--- config.mk ---
export PLATFORM = sky130hd
export DESIGN_NAME = alu_pipe
export DESIGN_NICKNAME = d
export VERILOG_FILES = /design/src/rtl/alu_pipe.sv
export SDC_FILE = /design/constraint.sdc
export NUM_CORES = 1
export LEC_CHECK = 0
export CAP_MARGIN = 20
export CORE_MARGIN = 1.5
export CORE_UTILIZATION = 45
export DETAILED_ROUTE_END_ITERATION = 12
export PLACE_DENSITY = 0.72
export RECOVER_POWER = 100
export SETUP_SLACK_MARGIN = 0.02
export SYNTH_ARGS = -nofsm -noshare
export SYNTH_HDL_FRONTEND = slang
export SYNTH_SLANG_ARGS = --single-unit
--- constraint.sdc ---
create_clock -name clk -period 4.94 [get_ports clk]
set_clock_uncertainty 0.15 [all_clocks]
set_input_delay 0.741 -clock clk [delete_from_list [all_inputs] [get_ports clk]]
set_output_delay 0.741 -clock clk [all_outputs]
set_load 0.005 [all_outputs]
--- src/rtl/alu_pipe.sv ---
// alu_pipe: two-stage pipelined ALU with valid/ready handshakes on both
// sides and an architectural flag register {V,N,C,Z}.
//
// Ports:
//   clk, rst              - rising-edge clock, asynchronous active-high reset
//   in_valid / in_ready   - operation handshake from the issue stage
//   op, a, b, set_flags   - opcode, operands (b doubles as shift amount),
//                           and whether this op writes the flag register
//   out_valid / out_ready - result handshake towards writeback
//   result, res_flags     - result and its {V,N,C,Z}, independent of set_flags
//   illegal               - result belongs to an opcode in the B-F range
//   flags                 - architectural flag register {V,N,C,Z}
//
// Handshake: a transfer happens on a rising edge where valid && ready are
// both high; a producer holding valid keeps its payload stable until the
// transfer, and ready may depend combinationally on the downstream ready.
//
// Pipeline: S1 holds the accepted operation; the ALU evaluates S1
// combinationally and the result moves into the S2 output register when S1
// advances. The flag register is written on that same edge, so flags follow
// issue order and ADC/SBC in S1 always see the carry of every older op.
module alu_pipe #(
    parameter int WIDTH = 8,
    parameter int SHW   = $clog2(WIDTH)
) (
    input  logic             clk,
    input  logic             rst,
    input  logic             in_valid,
    output logic             in_ready,
    input  logic [3:0]       op,
    input  logic [WIDTH-1:0] a,
    input  logic [WIDTH-1:0] b,
    input  logic             set_flags,
    output logic             out_valid,
    input  logic             out_ready,
    output logic [WIDTH-1:0] result,
    output logic [3:0]       res_flags,
    output logic             illegal,
    output logic [3:0]       flags
);

    localparam logic [3:0] OP_ADD  = 4'h0;
    localparam logic [3:0] OP_SUB  = 4'h1;
    localparam logic [3:0] OP_AND  = 4'h2;
    localparam logic [3:0] OP_OR   = 4'h3;
    localparam logic [3:0] OP_XOR  = 4'h4;
    localparam logic [3:0] OP_NOT  = 4'h5;
    localparam logic [3:0] OP_SHL  = 4'h6;
    localparam logic [3:0] OP_SHR  = 4'h7;
    localparam logic [3:0] OP_PASS = 4'h8;
    localparam logic [3:0] OP_ADC  = 4'h9;
    localparam logic [3:0] OP_SBC  = 4'hA;

    localparam int               MSB      = WIDTH - 1;
    localparam logic [WIDTH-1:0] LP_WIDTH = WIDTH'(WIDTH);

    // Pipeline state
    logic             r_started;   // low during reset and the first cycle after it
    logic             r_s1_valid;
    logic [3:0]       r_s1_op;
    logic [WIDTH-1:0] r_s1_a;
    logic [WIDTH-1:0] r_s1_b;
    logic             r_s1_set;
    logic             r_s2_valid;
    logic [WIDTH-1:0] r_result;
    logic [3:0]       r_res_flags;
    logic             r_illegal;
    logic [3:0]       r_flags;

    // Datapath
    logic             w_s1_adv;
    logic             w_accept;
    logic             w_cin;
    logic [WIDTH:0]   w_sum;
    logic [WIDTH:0]   w_diff;
    logic [SHW-1:0]   w_sh;
    logic             w_sh_oor;
    logic [WIDTH:0]   w_shl;
    logic [WIDTH:0]   w_shr;
    logic [WIDTH-1:0] w_r;
    logic             w_c;
    logic             w_v;
    logic             w_ill;
    logic [3:0]       w_flags;

    assign w_s1_adv = r_s1_valid && (!r_s2_valid || out_ready);
    assign in_ready = r_started && (!r_s1_valid || w_s1_adv);
    assign w_accept = in_valid && in_ready;

    // Only ADC/SBC consume the stored carry; C doubles as borrow for SBC.
    assign w_cin = ((r_s1_op == OP_ADC) || (r_s1_op == OP_SBC)) ? r_flags[1] : 1'b0;

    // One extra bit: carry-out for add, borrow (wrap into the top bit) for subtract.
    assign w_sum  = {1'b0, r_s1_a} + {1'b0, r_s1_b} + {{WIDTH{1'b0}}, w_cin};
    assign w_diff = {1'b0, r_s1_a} - {1'b0, r_s1_b} - {{WIDTH{1'b0}}, w_cin};

    // Shifts run on a WIDTH+1 vector so the last bit shifted out lands in the
    // extra bit; with sh==0 that bit is the zero padding, giving C=0.
    assign w_sh     = r_s1_b[SHW-1:0];
    assign w_sh_oor = (r_s1_b >= LP_WIDTH);
    assign w_shl    = {1'b0, r_s1_a} << w_sh;
    assign w_shr    = {r_s1_a, 1'b0} >> w_sh;

    always_comb begin
        w_r   = '0;
        w_c   = 1'b0;
        w_v   = 1'b0;
        w_ill = 1'b0;
        case (r_s1_op)
            OP_ADD, OP_ADC: begin
                w_r = w_sum[MSB:0];
                w_c = w_sum[WIDTH];
                w_v = (r_s1_a[MSB] == r_s1_b[MSB]) && (w_sum[MSB] != r_s1_a[MSB]);
            end
            OP_SUB, OP_SBC: begin
                w_r = w_diff[MSB:0];
                w_c = w_diff[WIDTH];
                // Subtract adds ~b, so the operand-sign test is inverted.
                w_v = (r_s1_a[MSB] != r_s1_b[MSB]) && (w_diff[MSB] != r_s1_a[MSB]);
            end
            OP_AND:  w_r = r_s1_a & r_s1_b;
            OP_OR:   w_r = r_s1_a | r_s1_b;
            OP_XOR:  w_r = r_s1_a ^ r_s1_b;
            OP_NOT:  w_r = ~r_s1_a;
            OP_PASS: w_r = r_s1_a;
            OP_SHL: begin
                if (!w_sh_oor) begin
                    w_r = w_shl[MSB:0];
                    w_c = w_shl[WIDTH];
                end
            end
            OP_SHR: begin
                if (!w_sh_oor) begin
                    w_r = w_shr[WIDTH:1];
                    w_c = w_shr[0];
                end
            end
            default: w_ill = 1'b1;
        endcase
        w_flags = w_ill ? 4'b0000 : {w_v, w_r[MSB], w_c, (w_r == '0)};
    end

    always_ff @(posedge clk or posedge rst) begin
        if (rst) begin
            r_started   <= 1'b0;
            r_s1_valid  <= 1'b0;
            r_s1_op     <= '0;
            r_s1_a      <= '0;
            r_s1_b      <= '0;
            r_s1_set    <= 1'b0;
            r_s2_valid  <= 1'b0;
            r_result    <= '0;
            r_res_flags <= '0;
            r_illegal   <= 1'b0;
            r_flags     <= '0;
        end else begin
            r_started <= 1'b1;

            if (w_accept) begin
                r_s1_valid <= 1'b1;
                r_s1_op    <= op;
                r_s1_a     <= a;
                r_s1_b     <= b;
                r_s1_set   <= set_flags;
            end else if (w_s1_adv) begin
                r_s1_valid <= 1'b0;
            end

            if (w_s1_adv) begin
                r_s2_valid  <= 1'b1;
                r_result    <= w_r;
                r_res_flags <= w_flags;
                r_illegal   <= w_ill;
                if (r_s1_set && !w_ill) begin
                    r_flags <= w_flags;
                end
            end else if (out_ready) begin
                r_s2_valid <= 1'b0;
            end
        end
    end

    assign out_valid = r_s2_valid;
    assign result    = r_result;
    assign res_flags = r_res_flags;
    assign illegal   = r_illegal;
    assign flags     = r_flags;

endmodule

==> results of run 1 <==
==> metrics by stage <==
step / utilization, % / area, um^2
floorplan: - / 3960
global placement: 50.8 / 4390
detailed placement: 50.8 / 4390
CTS: 51.9 / 4480
global route: 51.7 / 4460
finish: 51.7 / 4460
==> worst max-delay path, cell delays in order, from the launching register on <==
cell and delay (ns):
sky130_fd_sc_hd__dfrtp_1 0.44, sky130_fd_sc_hd__and2b_1 0.28, sky130_fd_sc_hd__nand2b_1 0.18, sky130_fd_sc_hd__nand3_1 0.11, sky130_fd_sc_hd__inv_1 0.07, sky130_fd_sc_hd__fa_1 0.54
sky130_fd_sc_hd__inv_1 0.06, sky130_fd_sc_hd__ha_1 0.19, sky130_fd_sc_hd__o2111ai_1 0.22, sky130_fd_sc_hd__o211ai_1 0.16, sky130_fd_sc_hd__xnor2_1 0.18, sky130_fd_sc_hd__nor2_1 0.07
sky130_fd_sc_hd__a2111oi_0 0.63, sky130_fd_sc_hd__nand3_1 0.20, sky130_fd_sc_hd__o31ai_1 0.27
==> power breakdown <==
part           internal, mW  switching [mW]  total, mW  leakage, nW
Sequential            0.424           0.106      0.530        0.503
Clock                 0.114           0.132      0.246       0.0512
Combinational         0.479           0.532       1.01         1.40
Total                  1.02           0.771       1.79         1.95
==> state kept, by name, indices dropped and copies added, names as in the netlist <==
signal,flops
out_valid,1
r_started,1
illegal,1
r_s1_op,4
r_s1_a,8
flags,4
r_s1_b,8
r_s1_set,1
result,8
r_s1_valid,1
res_flags,4
==> metal layers <==
metal	up-vias	wire length (um)	global-route usage, %
met5	-	0	0
met3	27	654	3.32
li1	1585	-	-
met2	120	4890	36.9
met1	1661	4680	31.6
met4	0	312	8.25
==> Yosys cell counts, types with 2 or more instances <==
cell type,n,area share (%)
sky130_fd_sc_hd__dfrtp_1,41,26
sky130_fd_sc_hd__a31oi_1,2,0.32
sky130_fd_sc_hd__a31o_2,2,0.44
sky130_fd_sc_hd__clkbuf_1,10,0.95
sky130_fd_sc_hd__nor4bb_1,2,0.51
sky130_fd_sc_hd__mux2i_1,16,4.0
sky130_fd_sc_hd__a21boi_0,2,0.38
sky130_fd_sc_hd__inv_1,28,2.7
sky130_fd_sc_hd__a211o_1,3,0.66
sky130_fd_sc_hd__o211ai_1,5,0.95
sky130_fd_sc_hd__buf_2,8,1.0
sky130_fd_sc_hd__a22oi_1,6,1.1
sky130_fd_sc_hd__mux2_2,32,9.1
sky130_fd_sc_hd__nand3_1,7,0.88
sky130_fd_sc_hd__nor3_1,2,0.25
sky130_fd_sc_hd__o21ai_0,16,2.0
sky130_fd_sc_hd__a21oi_1,18,2.3
sky130_fd_sc_hd__ha_1,31,9.8
sky130_fd_sc_hd__a221o_1,5,1.3
sky130_fd_sc_hd__a211oi_1,2,0.38
sky130_fd_sc_hd__buf_6,4,1.1
sky130_fd_sc_hd__o31ai_1,4,0.76
sky130_fd_sc_hd__buf_4,4,0.76
sky130_fd_sc_hd__nor3b_1,3,0.57
sky130_fd_sc_hd__nand3b_1,2,0.38
sky130_fd_sc_hd__xor2_1,6,1.3
sky130_fd_sc_hd__nand4bb_1,3,0.85
sky130_fd_sc_hd__nor2_1,20,1.9
sky130_fd_sc_hd__o21a_1,5,0.95
sky130_fd_sc_hd__xnor2_1,5,1.1
sky130_fd_sc_hd__a21o_1,6,1.1
sky130_fd_sc_hd__nor2b_1,6,0.95
sky130_fd_sc_hd__nand2b_1,8,1.3
sky130_fd_sc_hd__o2111ai_1,4,0.88
sky130_fd_sc_hd__or3_1,4,0.63
sky130_fd_sc_hd__nand4b_1,3,0.66
sky130_fd_sc_hd__buf_1,2,0.19
sky130_fd_sc_hd__fa_1,4,2.0
sky130_fd_sc_hd__nor4_1,5,0.79
sky130_fd_sc_hd__nand2_1,34,3.2
sky130_fd_sc_hd__a221oi_1,7,1.5
sky130_fd_sc_hd__and2_1,4,0.63
==> area by class of cell <==
class                      instances  area, um^2
fill                             807        4180
multi-input combinational        320        2620
sequential                        41        1030
timing repair buffer              50         479
tap                              108         135
inverter                          29         109
clock buffer                       6        82.6
clock inverter                     2        13.8
==> layout by cell type (no fill, tap or decap), drive strengths merged, types with 5 or more instances in the layout <==
master	Yosys	layout
o21ai	16	16
xor2	7	7
ha	31	31
buf	20	6
mux2	33	33
a21oi	19	19
nor2b	6	6
mux2i	16	16
clkdlybuf4s50	0	22
nand2	34	34
nand2b	8	8
clkbuf	10	7
xnor2	5	5
a21o	6	6
nor4	6	6
dfrtp	41	41
inv	29	29
nor2	21	21
o211ai	6	6
a221oi	8	8
a221o	5	5
nand3	7	7
a22oi	6	6
dlygate4sd3	0	21
o21a	5	5
==> cell families (layout without fill, tap and decap cells) <==
kind of cell	Yosys count	after routing
xor gates and xnor gates	12	12
muxes	50	50
buffers and inverters	59	87
other	1	1
and+or+nand+nor	119	119
AOI/OAI and AO/OA	103	103
DFF	41	41
adders and majority gates	35	35
==> path summary, 6_finish.rpt <==
| kind | start | to | slack [ns] | cells after the start |
|---|---|---|---|---|
| worst min register to register | illegal | illegal | 0.33 | 2 |
| worst max register to register | r_s1_op[1] | flags[0] | 1.09 | 14 |
| min in group asynchronous | rst | r_s1_a[5] | 1.60 | 3 |
| max in group asynchronous | rst | result[0] | 1.69 | 3 |
| worst min-delay path | illegal | illegal | 0.33 | 2 |
| worst max-delay path | r_s1_op[1] | flags[0] | 1.09 | 14 |
==> impl_metrics.env, run 1 <==
export IMPL_grt_max_degree=42
export IMPL_max_slew_worst_pin_slew_ns=2.37
export IMPL_post_synth_mux_area_share_pct=14.1
export IMPL_leakage_power_nw=1.95
export IMPL_synth_seq_cells=41
export IMPL_pwr_density_cell_nw_per_um2=400
export IMPL_antenna_diode_count=0
export IMPL_num_io_pins=44
export IMPL_placeableCoreArea_um2=8640
export IMPL_synth_seq_area_share_pct=25.9
export IMPL_critPathMaxFanout=4
export IMPL_gr_total_overflow=0
export IMPL_portBuffers=43
export IMPL_outcome="finished with violations"
export IMPL_drtAntennaViolNets=0
export IMPL_die_area_um2=9380
export IMPL_antenna_found_initial=0
export IMPL_synth_distinct_cells=81
export IMPL_cts_sinks=41
export IMPL_cts_htree_levels=2
export IMPL_totalPowerFinal_mw=1.79
export IMPL_layout_worst_path_cycle_share_pct=77.9
export IMPL_synthToLayoutAreaGrowth_pct=12.5
export IMPL_crit_path_category="reg2reg"
export IMPL_worst_setup_path_end_kind="register"
export IMPL_die_width_um=96.9
export IMPL_synthesis_area_per_instance_um2=9.44
export IMPL_maxSlewViolCount=42
export IMPL_finalSetupViolations=0
export IMPL_synth_area_in_xor_xnor_pct=3.13
export IMPL_fmax_mhz=260
export IMPL_ys_dominant_reg_cell="sky130_fd_sc_hd__dfrtp_1"
export IMPL_synth_async_sr_flop_share_pct=100
export IMPL_max_clock_path_buffers=2
export IMPL_layout_min_cycle_time_ns=3.85
export IMPL_dr_pass1_iters=5
export IMPL_tritoncts_num_buffers=5
export IMPL_worstSkewPairLatency_ns=0.31
export IMPL_synthesis_yosys_warnings=0
export IMPL_routed_wire_length_per_instance_um=18.9
export IMPL_synth_compound_area_share_pct=19.7
export IMPL_timing_final_hold_violations=0
export IMPL_dominant_combinational_cell_family_by_area_after_synthesis="compound AO/OA/AOI/OAI gates"
export IMPL_number_of_hold_buffers_added_after_cts=0
export IMPL_synthCells=420
export IMPL_number_of_placed_cells_counting_well_taps=548
export IMPL_largest_voltage_drop_on_the_vdd_net_uv=248
export IMPL_hold_worst_slack_ns=0.327
export IMPL_final_cells=556
export IMPL_cts_root_buf="sky130_fd_sc_hd__clkbuf_8"
export IMPL_tritoncts="built"
export IMPL_grt_pass1_wl_mm=17.4
export IMPL_initial_core_util_pct=45.9
export IMPL_critical_path_required_ns=5.00
export IMPL_timing_critical_path_from_type="register"
export IMPL_via_per_inst=6.10
export IMPL_grt_pass1_vias=3189
export IMPL_post_cts_resized=0
export IMPL_yosys_area_share_simple_pct=17.6
export IMPL_hp_class="reg2reg"
export IMPL_setup_tns_final_ns=0
export IMPL_cts_repair_timing_setup_buffer_count=0
export IMPL_setup_ws_ns=1.09
export IMPL_synth_edf_count=0
export IMPL_synth_nets=480
export IMPL_grt_setup_unrepaired="no"
export IMPL_maxSlewHeadroom_pct=-58.0
export IMPL_num_nets_final=507
export IMPL_drc_errors=0
export IMPL_wirelength_mm=10.5
export IMPL_drt_initial_drc_count=245
export IMPL_yosys_area_share_adder_pct=11.8
export IMPL_placement_rows=34
export IMPL_cap_violations=1
export IMPL_place_ws_ns=1.34
export IMPL_route_vias_total=3393
export IMPL_chipHeight_um=96.9
export IMPL_global_router_s_overall_resource_usage_pct=23.0
export IMPL_synth_cell_area_um2=3960
export IMPL_failing_checks="capacitance limit, slew limit"
export IMPL_clock_pin_transition_on_the_worst_setup_and_hold_timing_paths_ns=0.09
export IMPL_worstPathArrival_ns=3.91
export IMPL_share_of_cells_above_drive_strength_1_pct=14.3
export IMPL_finalWeightedCongestion=1.01
export IMPL_detailedPlacementHpwl_mm=8.02
(Power assumes the default switching activity.)
==> run 2: changes to the inputs <==
Clock period 4.94 ns to 3.58 ns, I/O delays scaled along.
==> run 2 against run 1 <==
Global-route usage is 0.92 points higher. The run still ends with capacitance limit, slew limit left. Wire length grew 3.3%. Largest power group unchanged. Sequential power increased by 27%.
==> impl_metrics.env, run 2 (synthesized netlist as in run 1, its figures left out) <==
export IMPL_outcome="finished with violations"
export IMPL_failing_checks="capacitance limit, slew limit"
export IMPL_placement_rows=34
export IMPL_final_core_util_pct=53.6
export IMPL_setup_reg_to_reg_worst_slack_ns=0.15
export IMPL_gr_total_overflow=0
export IMPL_worst_setup_path_end_kind="register"
export IMPL_grt_pass1_vias=3303
export IMPL_wirelength_mm=10.9
export IMPL_layout_min_cycle_time_ns=3.43
export IMPL_detailedPlacementHpwl_mm=8.41
export IMPL_num_io_pins=44
export IMPL_layout_cells_most_common_list="sky130_fd_sc_hd__dfrtp_1 (41), sky130_fd_sc_hd__nand2_1 (34), sky130_fd_sc_hd__ha_1 (31)"
export IMPL_cts_sinks=41
export IMPL_initial_core_util_pct=45.9
export IMPL_maxSlewHeadroom_pct=-51.3
export IMPL_largest_voltage_drop_on_the_vdd_net_uv=300
export IMPL_tritoncts="built"
export IMPL_worstPathArrival_ns=3.48
export IMPL_worst_r2r_startpoint="r_s1_op[0]"
export IMPL_finalSetupViolations=0
export IMPL_layout_cells_most_common="sky130_fd_sc_hd__dfrtp_1"
export IMPL_timing_final_hold_violations=0
export IMPL_crit_family="compound AO/OA/AOI/OAI gates"
export IMPL_worstSkewPairLatency_ns=0.30
export IMPL_maxSlewViolCount=42
export IMPL_cts_root_buf="sky130_fd_sc_hd__clkbuf_8"
export IMPL_die_area_um2=9380
export IMPL_final_cells=570
export IMPL_grt_max_degree=42
export IMPL_global_router_s_overall_resource_usage_pct=23.9
export IMPL_die_width_um=96.9
export IMPL_layout_worst_path_cycle_share_pct=95.9
export IMPL_max_clock_path_buffers=2
export IMPL_drc_errors=0
export IMPL_cp_num_buf_inv=0
export IMPL_drtAntennaViolNets=0
export IMPL_crit_path_category="reg2reg"
export IMPL_leakage_power_nw=2.03
export IMPL_max_slew_worst_pin_slew_ns=2.27
export IMPL_dr_pass1_iters=5
export IMPL_hold_worst_slack_ns=0.325
export IMPL_clock_pin_transition_on_the_worst_setup_and_hold_timing_paths_ns=0.09
export IMPL_setup_ws_ns=0.146
export IMPL_portBuffers=43
export IMPL_number_of_placed_cells_counting_well_taps=560
export IMPL_timing_critical_path_from_type="register"
export IMPL_grt_setup_unrepaired="yes"
export IMPL_critical_path_required_ns=3.62
export IMPL_via_per_inst=5.94
export IMPL_share_of_cells_above_drive_strength_1_pct=17.6
export IMPL_placeableCoreArea_um2=8640
export IMPL_setup_tns_final_ns=0
export IMPL_tritoncts_num_buffers=5
export IMPL_cts_htree_levels=2
export IMPL_chipHeight_um=96.9
export IMPL_critPathSlowestCell="sky130_fd_sc_hd__fa_1"
export IMPL_num_nets_final=520
export IMPL_finalWeightedCongestion=0.981
export IMPL_synthToLayoutAreaGrowth_pct=16.8
export IMPL_drt_initial_drc_count=281
export IMPL_route_vias_total=3387
export IMPL_critical_path_max_stage_delay_ns=0.43
export IMPL_crit_path_cell_trace="and2b_1, nand2b_1, nand3_1, fa_2, fa_1, o21a_1, o221a_2, a31oi_1, xnor2_1, o32a_1, o31ai_1, mux2_2"
export IMPL_routed_wire_length_per_instance_um=19.1
export IMPL_cap_violations=1
export IMPL_fmax_mhz=291
export IMPL_hold_startpoint="result[2]"
export IMPL_hp_class="reg2reg"
export IMPL_pwr_density_cell_nw_per_um2=566
export IMPL_antenna_found_initial=1
export IMPL_critical_path_startpoint="r_s1_op[0]"
export IMPL_place_ws_ns=0.182
export IMPL_grt_pass1_wl_mm=18.0
export IMPL_critPathMaxFanout=4
-- run 2: changes by cell type in the layout (fill, tap and decap cells not counted), sizes merged --
cell	delta
buf	+12
bufinv	+1
clkbuf	+1
clkinv	-2
clkinvlp	+1
diode	+1
-- run 2: timing repair --
action | 4_1_cts | 5_1_grt
setup buffers | 0 | 1
endpoints found under the setup margin | 0 | 6
gates resized for setup | 0 | 7
hold buffers | 0 | 0
endpoints found under the hold margin | 0 | 0
-- run 2: layout make-up --
| class | count | area, um^2 |
|---|---|---|
| Fill cell | 771 | 4010 |
| Multi-Input combinational cell | 320 | 2660 |
| Sequential cell | 41 | 1030 |
| Timing Repair Buffer | 63 | 573 |
| Tap cell | 108 | 135 |
| Inverter | 29 | 109 |
| Clock buffer | 6 | 82.6 |
| Clock inverter | 2 | 37.5 |
| Antenna cell | 1 | 2.50 |
-- run 2: final timing paths --
path | end | depth (start not counted)
worst min-delay path | result[2] | 2
min in group asynchronous | r_s1_a[5] | 3
worst max-delay path | flags[1] | 12
worst max register to register | flags[1] | 12
max in group asynchronous | r_s1_b[2] | 3
worst min register to register | result[2] | 2
-- run 2: metal layers --
| layer | vias to the layer above | share of wire (%) | GRT usage [%] |
|---|---|---|---|
| met4 | 0 | 1.2 | 6.02 |
| li1 | 1613 | - | - |
| met5 | - | 0 | 0 |
| met3 | 9 | 6.1 | 3.40 |
| met1 | 1654 | 44 | 33.0 |
| met2 | 111 | 48 | 39.5 |
-- run 2: worst min-delay path, delay by kind of cell (launching register included) --
family | cells | cell delay, ns
flip-flops | 1 | 0.34
AND/OR/NAND/NOR | 2 | 0.11
-- run 2: stage by stage --
step	cell area (um^2)	power, mW
2_1_floorplan	3960	1.73
3_3_place_gp	4480	2.18
3_5_place_dp	4480	2.20
4_1_cts	4600	2.62
5_1_grt	4630	2.81
6_report	4630	2.62
-- run 2: power breakdown --
part	total, mW	internal (mW)	switching [mW]
clock network	0.406	0.227	0.179
logic	1.54	0.710	0.833
registers	0.671	0.586	0.0854
total	2.62	1.52	1.10
==> run 3: changes to the inputs <==
Settings changed: ABC_AREA set to 1, CAP_MARGIN 20 to 30, PLACE_DENSITY 0.72 to 0.73.
==> run 3 against run 2 <==
The flow now finishes without violations. Global-route usage is 1.7 points higher. Final area down 8.4%. First-iteration DRC count shrank 16%. Register-to-register slack improved by 0.21 ns. Combinational power down 32%. Clock-buffer cell count fell by 1. Total power fell by 23%. Sequential share of layout area is 2.0 points higher. Area after synthesis is 8.5% lower. Cell count rose by 25%. Clock power decreased by 19%. Critical path type unchanged.
==> impl_metrics.env, run 3 <==
export IMPL_worstPathArrival_ns=3.32
export IMPL_crit_path_cell_trace="inv_1, nor2_1, nand2_1, nand2_1, nand2_1, fa_1, fa_1, or2_2, nand3_1, nand2_1, nor2_1, nand2_1, nor2_1, nand2_1, nor2_1, nand3_1, nand2_1"
export IMPL_num_io_pins=44
export IMPL_number_of_hold_buffers_added_after_cts=0
export IMPL_routed_wire_length_per_instance_um=14.9
export IMPL_critPathMaxFanout=5
export IMPL_global_router_s_overall_resource_usage_pct=25.7
export IMPL_cts_root_buf="sky130_fd_sc_hd__clkbuf_8"
export IMPL_synth_cell_area_um2=3630
export IMPL_layout_cells_most_common_list="sky130_fd_sc_hd__nand2_1 (184), sky130_fd_sc_hd__nor2_1 (77), sky130_fd_sc_hd__nand3_1 (70)"
export IMPL_maxSlewViolCount=0
export IMPL_totalPowerFinal_mw=2.02
export IMPL_share_of_cells_above_drive_strength_1_pct=3.61
export IMPL_synthesis_yosys_warnings=0
export IMPL_number_of_placed_cells_counting_well_taps=704
export IMPL_finalWeightedCongestion=1.00
export IMPL_drtAntennaViolNets=0
export IMPL_cts_sinks=41
export IMPL_antenna_diode_count=0
export IMPL_cell_internal_pwr_mw=1.11
export IMPL_portBuffers=43
export IMPL_route_vias_total=3887
export IMPL_cap_violations=0
export IMPL_ys_dominant_reg_cell="sky130_fd_sc_hd__dfrtp_1"
export IMPL_synth_distinct_cells=34
export IMPL_drt_initial_drc_count=237
export IMPL_timing_final_hold_violations=0
export IMPL_synth_most_common_cell="sky130_fd_sc_hd__nand2_1"
export IMPL_cts_repair_timing_setup_buffer_count=0
export IMPL_cp_common_cell="sky130_fd_sc_hd__nand2_1"
export IMPL_post_synth_most_frequent_cells="sky130_fd_sc_hd__nand2_1 (184), sky130_fd_sc_hd__nor2_1 (76), sky130_fd_sc_hd__nand3_1 (70), sky130_fd_sc_hd__inv_1 (55), sky130_fd_sc_hd__dfrtp_1 (41)"
export IMPL_cp_num_buf_inv=1
export IMPL_post_cts_resized=0
export IMPL_final_cells=712
export IMPL_placement_cell_area_um2=4160
export IMPL_placement_rows=32
export IMPL_synthToLayoutAreaGrowth_pct=16.9
export IMPL_worst_setup_path_end_kind="register"
export IMPL_final_core_util_pct=54.6
export IMPL_p_switching_mw=0.909
export IMPL_timing_critical_path_from_type="register"
export IMPL_largest_voltage_drop_on_the_vdd_net_uv=220
export IMPL_synthCells=567
export IMPL_tritoncts="built"
export IMPL_leakage_power_nw=2.22
export IMPL_power_combinational_fraction_pct=51.3
export IMPL_grt_setup_unrepaired="no"
export IMPL_setup_ws_ns=0.352
export IMPL_gr_total_overflow=0
export IMPL_place_ws_ns=0.446
export IMPL_fmax_mhz=310
export IMPL_worstSkewPairLatency_ns=0.30
export IMPL_num_nets_final=669
export IMPL_maxSlewHeadroom_pct=36.9
export IMPL_critPathSlowestCell="sky130_fd_sc_hd__dfrtp_1"
export IMPL_grt_pass1_vias=3598
export IMPL_tritoncts_num_buffers=5
export IMPL_via_per_inst=5.46
export IMPL_chipHeight_um=92.8
export IMPL_synth_seq_area_share_pct=28.3
export IMPL_setup_tns_final_ns=0
export IMPL_clock_pin_transition_on_the_worst_setup_and_hold_timing_paths_ns=0.09
export IMPL_antenna_found_initial=0
export IMPL_grt_pass1_wl_mm=17.4
export IMPL_die_width_um=92.8
export IMPL_crit_family="simple AND/OR/NAND/NOR gates"
export IMPL_pwr_density_cell_nw_per_um2=476
export IMPL_dr_pass1_iters=5
export IMPL_max_slew_worst_pin_slew_ns=0.946
export IMPL_detailedPlacementHpwl_mm=8.46
export IMPL_synthesis_area_per_instance_um2=6.40
export IMPL_share_seq_of_total_power_pct=32.5
export IMPL_drc_errors=0
export IMPL_grt_max_degree=24
export IMPL_layout_worst_path_cycle_share_pct=90.2
export IMPL_initial_core_util_pct=46.7
export IMPL_synth_top_cell_area_share_pct=28.3
export IMPL_die_area_um2=8610
export IMPL_hold_worst_slack_ns=0.334
export IMPL_synth_top_cells_by_area="sky130_fd_sc_hd__dfrtp_1 (28%), sky130_fd_sc_hd__nand2_1 (19%), sky130_fd_sc_hd__ha_1 (11%), sky130_fd_sc_hd__nand3_1 (9.7%), sky130_fd_sc_hd__nor2_1 (7.9%)"
export IMPL_layout_cell_area_non_filler_um2=4240
export IMPL_fillCellCount=794
export IMPL_critical_path_required_ns=3.67
export IMPL_max_clock_path_buffers=2
export IMPL_netSwitchingFraction_pct=45.0
export IMPL_layout_cells_most_common="sky130_fd_sc_hd__nand2_1"
export IMPL_synth_nets=627
export IMPL_crit_path_category="reg2reg"
export IMPL_layout_min_cycle_time_ns=3.23
export IMPL_power_share_clock_pct=16.2
export IMPL_outcome="completed"
export IMPL_placeableCoreArea_um2=7770
export IMPL_synth_edf_count=0
export IMPL_critical_path_max_stage_delay_ns=0.42
export IMPL_wirelength_mm=10.6
export IMPL_finalSetupViolations=0
export IMPL_synth_async_sr_flop_share_pct=100
export IMPL_cts_htree_levels=2
export IMPL_hp_class="reg2reg"
export IMPL_synth_seq_cells=41
export IMPL_post_synth_top_area_cell="sky130_fd_sc_hd__dfrtp_1"
run 3: cell types whose count changed after synthesis, sizes merged, moves of 10 or more:
| cell | previous run | this run |
|---|---|---|
| nand2 | 34 | 188 |
| nand3 | 7 | 70 |
| nor2 | 21 | 78 |
| mux2 | 33 | 1 |
| inv | 29 | 58 |
| mux2i | 16 | 0 |
| a21oi | 19 | 34 |
| buf | 20 | 8 |
| nand4 | 1 | 11 |
run 3: routing by layer:
layer	global-route usage [%]	up-vias	routed length, um
met1	34.4	1769	4590
met2	42.5	177	5010
met3	3.61	29	706
li1	-	1912	-
met5	0	-	0
met4	8.33	0	318
run 3: cell type report:
type,instances,area (um^2),area share (%)
Clock inverter,3,25.0,0.590
Tap cell,102,128,3.01
Sequential cell,41,1030,24.2
Clock buffer,5,68.8,1.62
Inverter,58,218,5.13
Timing Repair Buffer,49,464,10.9
Multi-Input combinational cell,454,2310,54.5
run 3: worst paths after layout:
check	from	endpoint	slack (ns)	depth (start not counted)
max	r_s1_op[1]	res_flags[0]	0.35	17
min	result[6]	result[6]	0.33	2
max reg2reg	r_s1_op[1]	res_flags[0]	0.35	17
min reg2reg	result[6]	result[6]	0.33	2
max in group asynchronous	rst	result[3]	1.42	3
min in group asynchronous	rst	flags[2]	0.60	2
run 3: worst min-delay path: stages, from the launching register on:
cell and delay, ns:
sky130_fd_sc_hd__dfrtp_1 0.35, sky130_fd_sc_hd__nand2_1 0.05, sky130_fd_sc_hd__nand2_1 0.05
run 3: cells by family (layout without fill, tap and decap cells):
kind of cell	Yosys count	in the layout	synth area share [%]
fa+ha+maj	35	35	12.9
xor+xnor	3	3	0.724
simple gates	357	357	41.2
flops	41	41	28.3
mux	1	1	0.310
buf+inv	72	115	7.93
other cells	1	1	0.103
compound gates	57	57	8.59
run 3: power by group through the flow:
stage	combinational [mW]	clock (mW)	sequential (mW)
detailed placement	1.05	0	0.669
finish	1.04	0.327	0.657
floorplan	0.704	0	0.645
CTS	1.05	0.334	0.659
global route	1.17	0.353	0.668
global placement	1.03	0	0.666
